[src/rtl/sqscmul_sched_pkg.sv]
// Shared types and width helpers for the GF(4) square-scale-multiply issue scheduler.
package sqscmul_sched_pkg;

  typedef enum logic [1:0] {
    IDLE  = 2'd0,
    RUN   = 2'd1,
    DRAIN = 2'd2
  } state_e;

  function automatic int unsigned lat_f(input int unsigned pipelined);
    return (pipelined != 0) ? 1 : 0;
  endfunction

  function automatic int unsigned share_w_f(input int unsigned shares);
    return 4 * shares;
  endfunction

  function automatic int unsigned z_w_f(input int unsigned shares);
    return 2 * shares * (shares - 1);
  endfunction

endpackage

[src/rtl/sqscmul_rsp_fifo.sv]
// In-order response FIFO holding requester id plus masked result; data is zero while empty.
module sqscmul_rsp_fifo #(
  parameter int unsigned DEPTH = 2,
  parameter int unsigned IDW   = 1,
  parameter int unsigned DW    = 8
) (
  input  logic                       i_clk,
  input  logic                       i_rst,
  input  logic                       i_push,
  input  logic [IDW-1:0]             i_push_id,
  input  logic [DW-1:0]              i_push_q,
  input  logic                       i_pop,
  output logic                       o_valid,
  output logic [IDW-1:0]             o_id,
  output logic [DW-1:0]              o_q,
  output logic [$clog2(DEPTH+1)-1:0] o_count
);

  localparam int unsigned CW = $clog2(DEPTH + 1);
  localparam int unsigned PW = (DEPTH > 1) ? $clog2(DEPTH) : 1;

  logic [IDW-1:0] r_id [DEPTH];
  logic [DW-1:0]  r_q  [DEPTH];
  logic [PW-1:0]  r_wr_ptr;
  logic [PW-1:0]  r_rd_ptr;
  logic [CW-1:0]  r_count;
  logic           w_pop;

  function automatic logic [PW-1:0] ptr_inc(input logic [PW-1:0] p);
    return (32'(p) == DEPTH - 1) ? '0 : p + 1'b1;
  endfunction

  assign w_pop = i_pop && (r_count != '0);

  always_ff @(posedge i_clk) begin
    if (i_push) begin
      r_id[r_wr_ptr] <= i_push_id;
      r_q[r_wr_ptr]  <= i_push_q;
    end
  end

  always_ff @(posedge i_clk or posedge i_rst) begin
    if (i_rst) begin
      r_wr_ptr <= '0;
      r_rd_ptr <= '0;
      r_count  <= '0;
    end else begin
      if (i_push) r_wr_ptr <= ptr_inc(r_wr_ptr);
      if (w_pop)  r_rd_ptr <= ptr_inc(r_rd_ptr);
      case ({i_push, w_pop})
        2'b10:   r_count <= r_count + 1'b1;
        2'b01:   r_count <= r_count - 1'b1;
        default: r_count <= r_count;
      endcase
    end
  end

  assign o_valid = (r_count != '0);
  assign o_id    = o_valid ? r_id[r_rd_ptr] : '0;
  assign o_q     = o_valid ? r_q[r_rd_ptr]  : '0;
  assign o_count = r_count;

endmodule

[src/rtl/sqscmul_gf4_sched.sv]
// Issue scheduler for one shared masked GF(4) square-scale-multiply unit.
// SQSCMUL_RR_ARB_EN selects round-robin arbitration; otherwise lowest index wins.
module sqscmul_gf4_sched
  import sqscmul_sched_pkg::*;
#(
  parameter int unsigned SHARES    = 2,
  parameter int unsigned PIPELINED = 1,
  parameter int unsigned NREQ      = 2,
  parameter int unsigned RSP_DEPTH = 2
) (
  input  logic                             ClkxCI,
  input  logic                             RstxRI,
  input  logic                             EnxSI,
  output logic                             IdlexSO,
  input  logic [NREQ-1:0]                  ReqValidxSI,
  output logic [NREQ-1:0]                  ReqReadyxSO,
  input  logic [NREQ*4*SHARES-1:0]         ReqXxDI,
  input  logic [NREQ*4*SHARES-1:0]         ReqYxDI,
  input  logic                             RndValidxSI,
  output logic                             RndReadyxSO,
  input  logic [2*SHARES*(SHARES-1)-1:0]   RndxDI,
  output logic [4*SHARES-1:0]              MulXxDO,
  output logic [4*SHARES-1:0]              MulYxDO,
  output logic [2*SHARES*(SHARES-1)-1:0]   MulZxDO,
  input  logic [4*SHARES-1:0]              MulQxDI,
  output logic                             RspValidxSO,
  input  logic                             RspReadyxSI,
  output logic [$clog2(NREQ)-1:0]          RspIdxDO,
  output logic [4*SHARES-1:0]              RspQxDO
);

  localparam int unsigned LAT = lat_f(PIPELINED);
  localparam int unsigned SW  = share_w_f(SHARES);
  localparam int unsigned IDW = $clog2(NREQ);
  localparam int unsigned CW  = $clog2(RSP_DEPTH + 1);

  state_e         r_state;
  state_e         w_state_nxt;
  logic           w_any_req;
  logic           w_credit_ok;
  logic           w_fire;
  logic [IDW-1:0] w_gnt;
  logic [IDW-1:0] w_start;
  logic [CW-1:0]  w_fifo_cnt;
  logic [CW-1:0]  w_inflight;
  logic [CW:0]    w_used;
  logic           w_tag_exit;
  logic [IDW-1:0] w_tag_exit_id;

  always_ff @(posedge ClkxCI or posedge RstxRI) begin
    if (RstxRI) r_state <= IDLE;
    else        r_state <= w_state_nxt;
  end

  always_comb begin
    w_state_nxt = r_state;
    case (r_state)
      IDLE:    if (EnxSI) w_state_nxt = RUN;
      RUN:     if (!EnxSI) w_state_nxt = DRAIN;
      DRAIN:   if ((w_inflight == '0) && (w_fifo_cnt == '0)) w_state_nxt = IDLE;
      default: w_state_nxt = IDLE;
    endcase
  end

  assign IdlexSO = (r_state == IDLE);

`ifdef SQSCMUL_RR_ARB_EN
  logic [IDW-1:0] r_ptr;

  always_ff @(posedge ClkxCI or posedge RstxRI) begin
    if (RstxRI)      r_ptr <= '0;
    else if (w_fire) r_ptr <= (32'(w_gnt) == NREQ - 1) ? '0 : w_gnt + 1'b1;
  end

  assign w_start = r_ptr;
`else
  assign w_start = '0;
`endif

  // First valid requester at or after w_start, wrapping around
  always_comb begin
    w_any_req = 1'b0;
    w_gnt     = '0;
    for (int unsigned i = 0; i < NREQ; i++) begin
      for (int unsigned j = 0; j < NREQ; j++) begin
        if (!w_any_req && ReqValidxSI[j] && (((32'(w_start) + i) % NREQ) == j)) begin
          w_any_req = 1'b1;
          w_gnt     = IDW'(j);
        end
      end
    end
  end

  // Everything issued but not yet popped holds a FIFO slot in reserve
  assign w_used      = {1'b0, w_fifo_cnt} + {1'b0, w_inflight};
  assign w_credit_ok = (w_used < (CW+1)'(RSP_DEPTH));
  assign w_fire      = (r_state == RUN) && w_any_req && RndValidxSI && w_credit_ok;

  always_comb begin
    ReqReadyxSO = '0;
    RndReadyxSO = 1'b0;
    MulXxDO     = '0;
    MulYxDO     = '0;
    MulZxDO     = '0;
    if (w_fire) begin
      RndReadyxSO = 1'b1;
      MulZxDO     = RndxDI;
      for (int unsigned r = 0; r < NREQ; r++) begin
        if (w_gnt == IDW'(r)) begin
          ReqReadyxSO[r] = 1'b1;
          MulXxDO        = ReqXxDI[r*SW +: SW];
          MulYxDO        = ReqYxDI[r*SW +: SW];
        end
      end
    end
  end

  generate
    if (LAT == 0) begin : g_lat0
      assign w_tag_exit    = w_fire;
      assign w_tag_exit_id = w_gnt;
      assign w_inflight    = '0;
    end else begin : g_latn
      logic [LAT-1:0]          r_tag_vld;
      logic [LAT-1:0][IDW-1:0] r_tag_id;

      always_ff @(posedge ClkxCI or posedge RstxRI) begin
        if (RstxRI) begin
          r_tag_vld <= '0;
          r_tag_id  <= '0;
        end else begin
          r_tag_vld[0] <= w_fire;
          r_tag_id[0]  <= w_gnt;
          for (int unsigned i = 1; i < LAT; i++) begin
            r_tag_vld[i] <= r_tag_vld[i-1];
            r_tag_id[i]  <= r_tag_id[i-1];
          end
        end
      end

      always_comb begin
        w_inflight = '0;
        for (int unsigned i = 0; i < LAT; i++) w_inflight = w_inflight + CW'(r_tag_vld[i]);
      end

      assign w_tag_exit    = r_tag_vld[LAT-1];
      assign w_tag_exit_id = r_tag_id[LAT-1];
    end
  endgenerate

  sqscmul_rsp_fifo #(
    .DEPTH (RSP_DEPTH),
    .IDW   (IDW),
    .DW    (SW)
  ) u_rsp_fifo (
    .i_clk     (ClkxCI),
    .i_rst     (RstxRI),
    .i_push    (w_tag_exit),
    .i_push_id (w_tag_exit_id),
    .i_push_q  (MulQxDI),
    .i_pop     (RspReadyxSI),
    .o_valid   (RspValidxSO),
    .o_id      (RspIdxDO),
    .o_q       (RspQxDO),
    .o_count   (w_fifo_cnt)
  );

endmodule

[config.mk]
export PLATFORM = sky130hd
export DESIGN_NAME = sqscmul_gf4_sched
export DESIGN_NICKNAME = d
export VERILOG_FILES = /design/src/rtl/sqscmul_sched_pkg.sv /design/src/rtl/sqscmul_rsp_fifo.sv /design/src/rtl/sqscmul_gf4_sched.sv
export SDC_FILE = /design/constraint.sdc
export NUM_CORES = 1
export LEC_CHECK = 0
export ABC_AREA = 1
export BUFFER_PORTS_ARGS = -buffer_cell sky130_fd_sc_hd__clkbuf_2
export CORE_MARGIN = 4
export CORE_UTILIZATION = 47
export DETAILED_ROUTE_END_ITERATION = 6
export GPL_TIMING_DRIVEN = 0
export PLACE_DENSITY = 0.86
export SLEW_MARGIN = 20
export SYNTH_ARGS = -nofsm -noshare
export SYNTH_HDL_FRONTEND = slang
export SYNTH_SLANG_ARGS = --single-unit
export TNS_END_PERCENT = 5
[constraint.sdc]
create_clock -name ClkxCI -period 3.76 [get_ports ClkxCI]
set_clock_uncertainty 0.15 [all_clocks]
set_input_delay 0.376 -clock ClkxCI [delete_from_list [all_inputs] [get_ports ClkxCI]]
set_output_delay 0.376 -clock ClkxCI [all_outputs]
set_load 0.005 [all_outputs]
==> results of run 1 <==
[metal layers]
layer,vias up,wire (um)
met3,2,320
met1,644,1280
met4,0,22
li1,775,-
met5,-,0
met2,63,1770
[worst paths after layout]
| kind | slack, ns | depth (start not counted) | start | to |
|---|---|---|---|---|
| setup / recovery | 1.76 | 7 | r_state[1] | MulYxDO[2] |
| max in group asynchronous | 2.85 | 3 | RstxRI | u_rsp_fifo.o_count[1] |
| min in group asynchronous | 0.38 | 3 | RstxRI | g_latn.r_tag_id |
| hold reg to reg | 0.31 | 0 | g_latn.r_tag_id | u_rsp_fifo.r_id[0] |
| setup reg to reg | 2.15 | 2 | g_latn.r_tag_vld | u_rsp_fifo.r_q[0][3] |
| hold / removal | 0.09 | 1 | MulQxDI[2] | u_rsp_fifo.r_q[1][2] |
[area by class of cell]
class,count,area [um^2],area share [%]
buffer,8,63.8,3.15
multi-input combinational,127,547,27.0
clock inverter,1,30.0,1.48
sequential,26,741,36.6
inverter,37,139,6.86
timing repair buffer,84,425,21.0
clock buffer,3,22.5,1.11
tap,44,55.1,2.72
[stage by stage]
step | worst slack [ns] | power (mW) | cell area, um^2 | hold slack [ns] | util [%]
floorplan | 2.26 | 0.625 | 1490 | 0.0417 | -
global placement | 2.00 | 0.769 | 1960 | 0.159 | 64.2
detailed placement | 2.00 | 0.780 | 1960 | 0.175 | 64.2
CTS | 1.73 | 0.965 | 2020 | 0.0908 | 66.3
global route | 1.62 | 1.03 | 2020 | 0.0835 | 66.3
finish | 1.76 | 0.955 | 2020 | 0.0929 | 66.3
[critical path, cell delays in order, from the launching register on]
cell and delay (ns):
dfrtp_1 0.43, inv_1 0.08, nand2_1 0.05, nor2_1 0.12, nand2_2 0.11, buf_6 0.16, nor2_1 0.11, clkbuf_2 0.12
[cell usage in the layout (no fill, tap or decap), drive strengths merged]
| cell type | count |
|---|---|
| edfxtp | 18 |
| nand3 | 19 |
| bufinv | 1 |
| clkinv | 1 |
| buf | 7 |
| clkbuf | 87 |
| nor2 | 30 |
| xor2 | 1 |
| nand4 | 1 |
| nand2 | 64 |
| inv | 36 |
| xnor2 | 1 |
| ha | 1 |
| o21ai | 1 |
| dfrtp | 8 |
| a21oi | 9 |
| dlygate4sd3 | 1 |
[registers in the layout, summed over array words and instances (netlist names)]
signal,cells
u_rsp_fifo.r_rd_ptr,1
u_rsp_fifo.r_wr_ptr,1
r_state,2
u_rsp_fifo.o_count,2
g_latn.r_tag_vld,1
u_rsp_fifo.r_id,2
g_latn.r_tag_id,1
u_rsp_fifo.r_q,16
[report_power, final]
part | leakage, nW | switching (mW) | internal [mW] | total [mW]
clock | 0.0279 | 0.0767 | 0.108 | 0.184
sequential | 0.262 | 0.0319 | 0.355 | 0.387
combinational | 0.889 | 0.220 | 0.164 | 0.384
total | 1.18 | 0.329 | 0.626 | 0.955
[kinds of logic after synthesis]
kind of cell               share of synthesized area [%]
AOI/OAI and AO/OA                                   3.36
xor gates and xnor gates                            1.18
buffers and inverters                               13.6
DFF                                                 49.7
and+or+nand+nor                                     31.3
adders and majority gates                          0.839
==> flow_summary.yaml, run 1 <==
outcome:
  status: "completed"
grt:
  antenna_found_initial: 0
  grt_busiest_layer: "met2"
  grt_overflow: 0
  grt_usage_pct: 16.5
  grt_pass1_wl_um: 5570
  use_met1_pct: 19.7
  grtUsageMet2_pct: 30.2
  use_met3_pct: 2.99
  first_global_vias: 1376
  grt_max_degree: 16
route:
  routedWlPerCell_um: 10.3
  vias: 1484
  via_per_inst: 4.50
  drc: 0
  ant_nets: 0
  drtIter0Drc: 57
  dr.pass1.iters: 4
  drt_wl_total_um: 3400
synthesis:
  synth.most_common_cell: "nand2_1"
  yosys-top-cells-count: "nand2_1 (62), inv_1 (35), nor2_1 (27)"
  post-synth-top-area-cell: "edfxtp_1"
  synth-async-reset-ratio_pct: 30.8
  post_synth.cell_area_avg_um2: 7.53
  ys_seq_area_share_pct: 49.7
  synth-seq-cells: 26
  netlist_area_um2: 1490
  yosys.area.top_type_share_pct: 36.3
  synthCells: 198
  synth_cell_types: 19
  ys_warn_count: 0
  synthTopCellsByArea: "edfxtp_1 (36%), nand2_1 (16%), dfrtp_1 (13%)"
  synth_edf_count: 18
  syn_nets: 250
  synth-main-ff-cell: "edfxtp_1"
sta:
  setup_viol: 0
  final.setup.tns_ns: 0
  final.min_clock_period_ns: 2.00
  max_freq_mhz: 499
  finalHoldViolCount: 0
  fin_crit_sh_pct: 53.3
  relSlewSlack_pct: 49.7
  rsz0062_at_grt: "no"
  tightest_slew_ns: 0.751
  maxSlewViolCount: 0
hold_path:
  hold_class: "in2reg"
critical_path:
  cp.required_ns: 3.23
  startpoint_type: "flop"
  worstSetupEndpointType: "primary output"
  critPathArrivalTime_ns: 1.48
  crit_fanout: 10
  path_class: "reg2out"
clock_network:
  clock-sinks: 26
  cts_buffers: 3
  cts_tree: "yes"
  clk_path_buf_depth: 2
  cts_setup_buffers: 0
  cts_root_buffer: "clkbuf_4"
  cts-resized-gates: 0
  ctsHoldBuffers: 1
  h-tree-depth: 1
  clkLatencyLatePin_ns: 0.31
  clk_pin_slew_worst_paths_ns: 0.13
die:
  die-height_um: 64.3
  core-area_um2: 3050
  die_w_um: 64.3
  die_area_um2: 4140
  initial_utilization_pct: 48.8
  row_count: 20
  io_pins: 85
place:
  dp.final_hpwl_um: 2750
  gp_congestion: 0.771
  placedCellCount: 325
  io_buffers: 83
power_and_ir_drop:
  power_density_nw_per_um2: 472
  leakage_nw: 1.18
  irDropWorstVdd_v: 0.000227
cells_and_area:
  syn_to_final_growth_pct: 35.8
  fin_cells: 330
  drive_gt1_share_pct: 35.0
  num-nets-final: 339
  diodes: 0
  fillers: 280
run:
  maxCapViolations: 0
Power figures use the tool's default switching activity.
==> run 2, diff against run 1 <==
- ABC_AREA: 1 -> 0
- CORE_UTILIZATION: 47 -> 43
- PLACE_DENSITY: 0.86 -> 0.81
- clock period: 3.76 -> 1.9 ns (I/O delays scaled with it)
==> flow_summary.yaml, run 2 <==
outcome:
  status: "finished with violations"
  violations: "setup timing"
sta:
  fin_crit_sh_pct: 113
  maxSlewViolCount: 0
  rsz0062_at_grt: "yes"
  tightest_slew_ns: 0.756
  finalHoldViolCount: 0
  relSlewSlack_pct: 49.4
  worst_slack_ns: -0.240
  max_freq_mhz: 467
  setup_viol: 23
  final.setup.tns_ns: -4.47
  final.min_clock_period_ns: 2.14
clock_network:
  cts_buffers: 3
  cts_root_buffer: "clkbuf_4"
  cts_tree: "yes"
  clk_pin_slew_worst_paths_ns: 0.12
  clkLatencyLatePin_ns: 0.31
  clock-sinks: 26
  h-tree-depth: 1
  clk_path_buf_depth: 2
die:
  io_pins: 85
  core-area_um2: 3100
  die_area_um2: 4270
  row_count: 20
  die-height_um: 65.3
  die_w_um: 65.3
  initial_utilization_pct: 45.6
critical_path:
  critPathArrivalTime_ns: 1.80
  crit_path_max_incr_delay_ns: 0.54
  cp.required_ns: 1.56
  crit_chain: "nand2b_4 -> or4_4 -> buf_6 -> a21oi_2 -> clkbuf_2"
  path_buf_inv: 2
  critPathSlowestCell: "or4_4"
  path_class: "reg2out"
  cpLargestDelayFamily: "simple AND/OR/NAND/NOR gates"
  crit_fanout: 10
  startpoint_type: "flop"
  worstSetupEndpointType: "primary output"
hold_path:
  hold_class: "in2reg"
synthesis:
  synthCells: 136
  ys_warn_count: 0
  syn_nets: 188
  synth_cell_types: 26
  synth-main-ff-cell: "edfxtp_1"
  synthTopCellsByArea: "edfxtp_1 (38%), dfrtp_1 (14%), nand2_1 (8.5%)"
  yosys.area.top_type_share_pct: 38.2
  synth_edf_count: 18
  post-synth-top-area-cell: "edfxtp_1"
  synth-async-reset-ratio_pct: 30.8
  synth.most_common_cell: "nand2_1"
  yosys-top-cells-count: "nand2_1 (32), edfxtp_1 (18), a21oi_2 (13), nor2_1 (13), inv_1 (10)"
  post_synth.cell_area_avg_um2: 10.4
  ys_seq_area_share_pct: 52.4
  netlist_area_um2: 1410
  synth-seq-cells: 26
place:
  placedCellCount: 264
  dp.final_hpwl_um: 2490
  io_buffers: 84
  dpl-instance-area_um2: 1890
  gp_congestion: 0.734
grt:
  grt_pass1_wl_um: 5420
  grt_usage_pct: 16.5
  first_global_vias: 1300
  grt_overflow: 0
  grt_max_degree: 15
  antenna_found_initial: 0
power_and_ir_drop:
  leakage_nw: 1.01
  power_density_nw_per_um2: 877
  irDropWorstVdd_v: 0.000561
route:
  drc: 0
  routedWlPerCell_um: 11.5
  drt_wl_total_um: 3230
  via_per_inst: 4.61
  ant_nets: 0
  vias: 1290
  drtIter0Drc: 49
  dr.pass1.iters: 4
cells_and_area:
  drive_gt1_share_pct: 50.4
  final_area_um2: 2030
  fin_cells: 280
  layout_commonest_cell: "clkbuf_2"
  num-nets-final: 289
  largest_reg_flops: 16
  regMostFlops: "u_rsp_fifo.r_q"
  syn_to_final_growth_pct: 43.7
  diodes: 0
  final_cell_mix: "clkbuf_2 (85), nand2_1 (32), edfxtp_1 (18), nor2_1 (13), a21oi_2 (13)"
run:
  maxCapViolations: 0
==> run 2: cell types whose count changed after synthesis, sizes merged, moves of 2 or more <==
cell    change
nand2      -32
inv        -26
nand3      -19
nor2       -11
mux2i       +9
a21oi       +7
nand2b      +2
xor2        +2
==> run 2: worst register-to-register path: cells and delay by family, from the launching register on <==
family / cells / cell delay (ns)
buf+inv: 2 / 0.19
flops: 1 / 0.37
simple gates: 1 / 0.58
==> run 2: metrics by stage <==
step                      hold slack (ns)  setup slack, ns  utilization, %  power (mW)
after floorplan                    -0.144            0.196               -        1.24
after global placement            -0.0209           0.0194            60.9        1.50
after detailed placement          -0.0203           0.0119            60.9        1.52
after CTS                           0.120           -0.261            64.9        1.78
after global routing                0.117           -0.316            65.5        1.91
final                               0.121           -0.240            65.5        1.78
==> run 2: area by class of cell <==
cell class / instances / area, um^2
fillers: 262 / 1070
flip-flops and latches: 26 / 741
multi-input cells: 91 / 562
repair buffers: 97 / 543
plain buffers: 7 / 63.8
well taps: 44 / 55.1
inverters: 11 / 41.3
clock buffers: 4 / 26.3
==> run 2: path summary, 6_finish.rpt <==
path,cells after the start,slack (ns),to,start
max,5,-0.24,MulYxDO[5],r_state[1]
max in group asynchronous,3,1.19,g_latn.r_tag_id,RstxRI
min reg2reg,0,0.32,u_rsp_fifo.r_id[0],g_latn.r_tag_id
min,3,0.12,u_rsp_fifo.r_rd_ptr,RspReadyxSI
max reg2reg,3,0.24,u_rsp_fifo.r_q[0][4],g_latn.r_tag_vld
min in group asynchronous,3,0.18,r_state[0],RstxRI
==> run 2: cell families (layout without fill, tap and decap cells) <==
family | Yosys count | in the layout | synth area share, %
buffers and inverters | 19 | 119 | 7.88
xor gates and xnor gates | 5 | 5 | 3.10
muxes | 9 | 9 | 6.37
DFF | 26 | 26 | 52.4
and+or+nand+nor | 57 | 57 | 18.7
AOI/OAI and AO/OA | 19 | 19 | 10.7
adders and majority gates | 1 | 1 | 0.885
==> run 2: what timing repair did <==
action,CTS,global route
gates resized for setup,1,1
hold endpoints to repair,26,0
hold buffers,10,0
cloned,0,0
pin swaps,0,0
setup endpoints to repair,32,24
buffers inserted,1,2
==> run 2: per-layer routing <==
metal	part of all wire, %	track usage, %	vias to the layer above
li1	-	-	643
met1	38	17.8	573
met2	49	29.2	70
met3	11	4.96	4
met4	1.9	7.77	0
met5	0	0	-
==> run 2: where the power goes <==
part           switching [mW]  internal [mW]
clock                   0.139         0.0819
combinational           0.405          0.403
sequential             0.0509          0.703
==> run 3, diff against run 2 <==
- CELL_PAD_IN_SITES_DETAIL_PLACEMENT: not set -> 1
- CELL_PAD_IN_SITES_GLOBAL_PLACEMENT: not set -> 2
- CORE_UTILIZATION: 43 -> 24
- PLACE_DENSITY: 0.81 -> 0.8
==> flow_summary.yaml, run 3 (synthesized netlist as in run 2, its figures left out) <==
outcome:
  status: "finished with violations"
  violations: "setup timing"
clock_network:
  clk_path_buf_depth: 2
  cts_root_buffer: "clkbuf_8"
  clk_pin_slew_worst_paths_ns: 0.08
  cts_buffers: 3
  cts_tree: "yes"
  clkLatencyLatePin_ns: 0.26
  h-tree-depth: 1
  clock-sinks: 26
sta:
  max_freq_mhz: 478
  tightest_slew_ns: 0.813
  final.setup.tns_ns: -3.56
  rsz0062_at_grt: "yes"
  worst_slack_ns: -0.193
  relSlewSlack_pct: 45.6
  setup_viol: 23
  final.min_clock_period_ns: 2.09
  finalHoldViolCount: 0
  hold_slack_ns: 0.200
  fin_crit_sh_pct: 110
  maxSlewViolCount: 0
critical_path:
  cp.required_ns: 1.56
  crit_fanout: 10
  worstSetupEndpointType: "primary output"
  critPathArrivalTime_ns: 1.75
  path_class: "reg2out"
  startpoint_type: "flop"
cells_and_area:
  syn_to_final_growth_pct: 46.5
  final_area_um2: 2070
  layout_commonest_cell: "clkbuf_2"
  fillers: 693
  final_cell_mix: "clkbuf_2 (85), nand2_1 (32), edfxtp_1 (18), nor2_1 (13), a21oi_2 (13)"
  fin_cells: 306
  largest_reg_flops: 16
  diodes: 0
  regMostFlops: "u_rsp_fifo.r_q"
  post-route-util_pct: 36.9
  num-nets-final: 287
  drive_gt1_share_pct: 50.0
place:
  placedCellCount: 292
  io_buffers: 84
  pre_cts_slack_ns: 0.0146
  dp.final_hpwl_um: 2970
  dpl-instance-area_um2: 1920
  gp_congestion: 0.669
power_and_ir_drop:
  p_sw_share_pct: 33.0
  power_density_nw_per_um2: 893
  netSwitchingPower_uw: 610
  seqPwrFrac_pct: 41.5
  power_frac_clock_pct: 16.4
  cell_internal_pwr_mw: 1.24
  finalPower_mw: 1.85
  combPwrFrac_pct: 42.1
  irDropWorstVdd_v: 0.000301
  leakage_nw: 1.01
die:
  io_pins: 85
  row_count: 27
  die_w_um: 84.8
  initial_utilization_pct: 25.2
  die_area_um2: 7180
  core-area_um2: 5610
  die-height_um: 84.8
hold_path:
  hold_class: "in2reg"
route:
  via_per_inst: 4.22
  dr.pass1.iters: 2
  routedWlPerCell_um: 12.4
  ant_nets: 0
  drc: 0
  drt_wl_total_um: 3790
  drtIter0Drc: 25
  vias: 1290
run:
  maxCapViolations: 0
grt:
  grt_overflow: 0
  grt_usage_pct: 10.8
  grt_pass1_wl_um: 6350
  grt_max_degree: 15
  antenna_found_initial: 0
  first_global_vias: 1378
## run 3: layout make-up
cell class / instances / area (um^2) / share of cell area [%]
Tap cell: 72 / 90.1 / 4.35
Buffer: 7 / 63.8 / 3.08
Clock buffer: 4 / 45.0 / 2.18
Timing Repair Buffer: 95 / 528 / 25.5
Sequential cell: 26 / 741 / 35.8
Inverter: 11 / 41.3 / 1.99
Multi-Input combinational cell: 91 / 562 / 27.1
## run 3: power by group through the flow
| stage | Clock, mW | Sequential (mW) | Combinational [mW] |
|---|---|---|---|
| finish | 0.302 | 0.768 | 0.779 |
| global placement | 0 | 0.779 | 0.742 |
| detailed placement | 0 | 0.784 | 0.754 |
| global route | 0.346 | 0.782 | 0.887 |
| floorplan | 0 | 0.766 | 0.473 |
| CTS | 0.319 | 0.767 | 0.799 |
## run 3: worst max-delay path, stage by stage (launching register included)
cell	delay, ns
dfrtp_1	0.39
nand2b_4	0.14
or4_4	0.54
buf_8	0.18
a21oi_2	0.11
clkbuf_2	0.13
## run 3: worst paths after layout
kind | start | end | slack, ns | depth (start not counted)
max | r_state[1] | MulXxDO[5] | -0.19 | 5
min | RspReadyxSI | u_rsp_fifo.r_rd_ptr | 0.20 | 3
max reg2reg | g_latn.r_tag_vld | u_rsp_fifo.r_q[0][0] | 0.24 | 2
min reg2reg | g_latn.r_tag_id | u_rsp_fifo.r_id[1] | 0.30 | 0
max in group asynchronous | RstxRI | u_rsp_fifo.o_count[1] | 1.11 | 3
min in group asynchronous | RstxRI | g_latn.r_tag_vld | 0.25 | 3
## run 3: routing by layer
| metal | GRT usage [%] | part of all wire [%] | vias to the layer above | routed length [um] |
|---|---|---|---|---|
| met2 | 19.3 | 52 | 47 | 1980 |
| met3 | 2.45 | 6.5 | 5 | 248 |
| li1 | - | - | 637 | - |
| met1 | 12.9 | 40 | 601 | 1510 |
| met4 | 3.17 | 1.2 | 0 | 47 |
| met5 | 0 | 0 | - | 0 |
## run 3: repair_timing
action,CTS,global route
hold buffers,10,0
buffers inserted,1,0
resized for setup,2,0
endpoints found under the setup margin,27,23
hold endpoints to repair,25,0
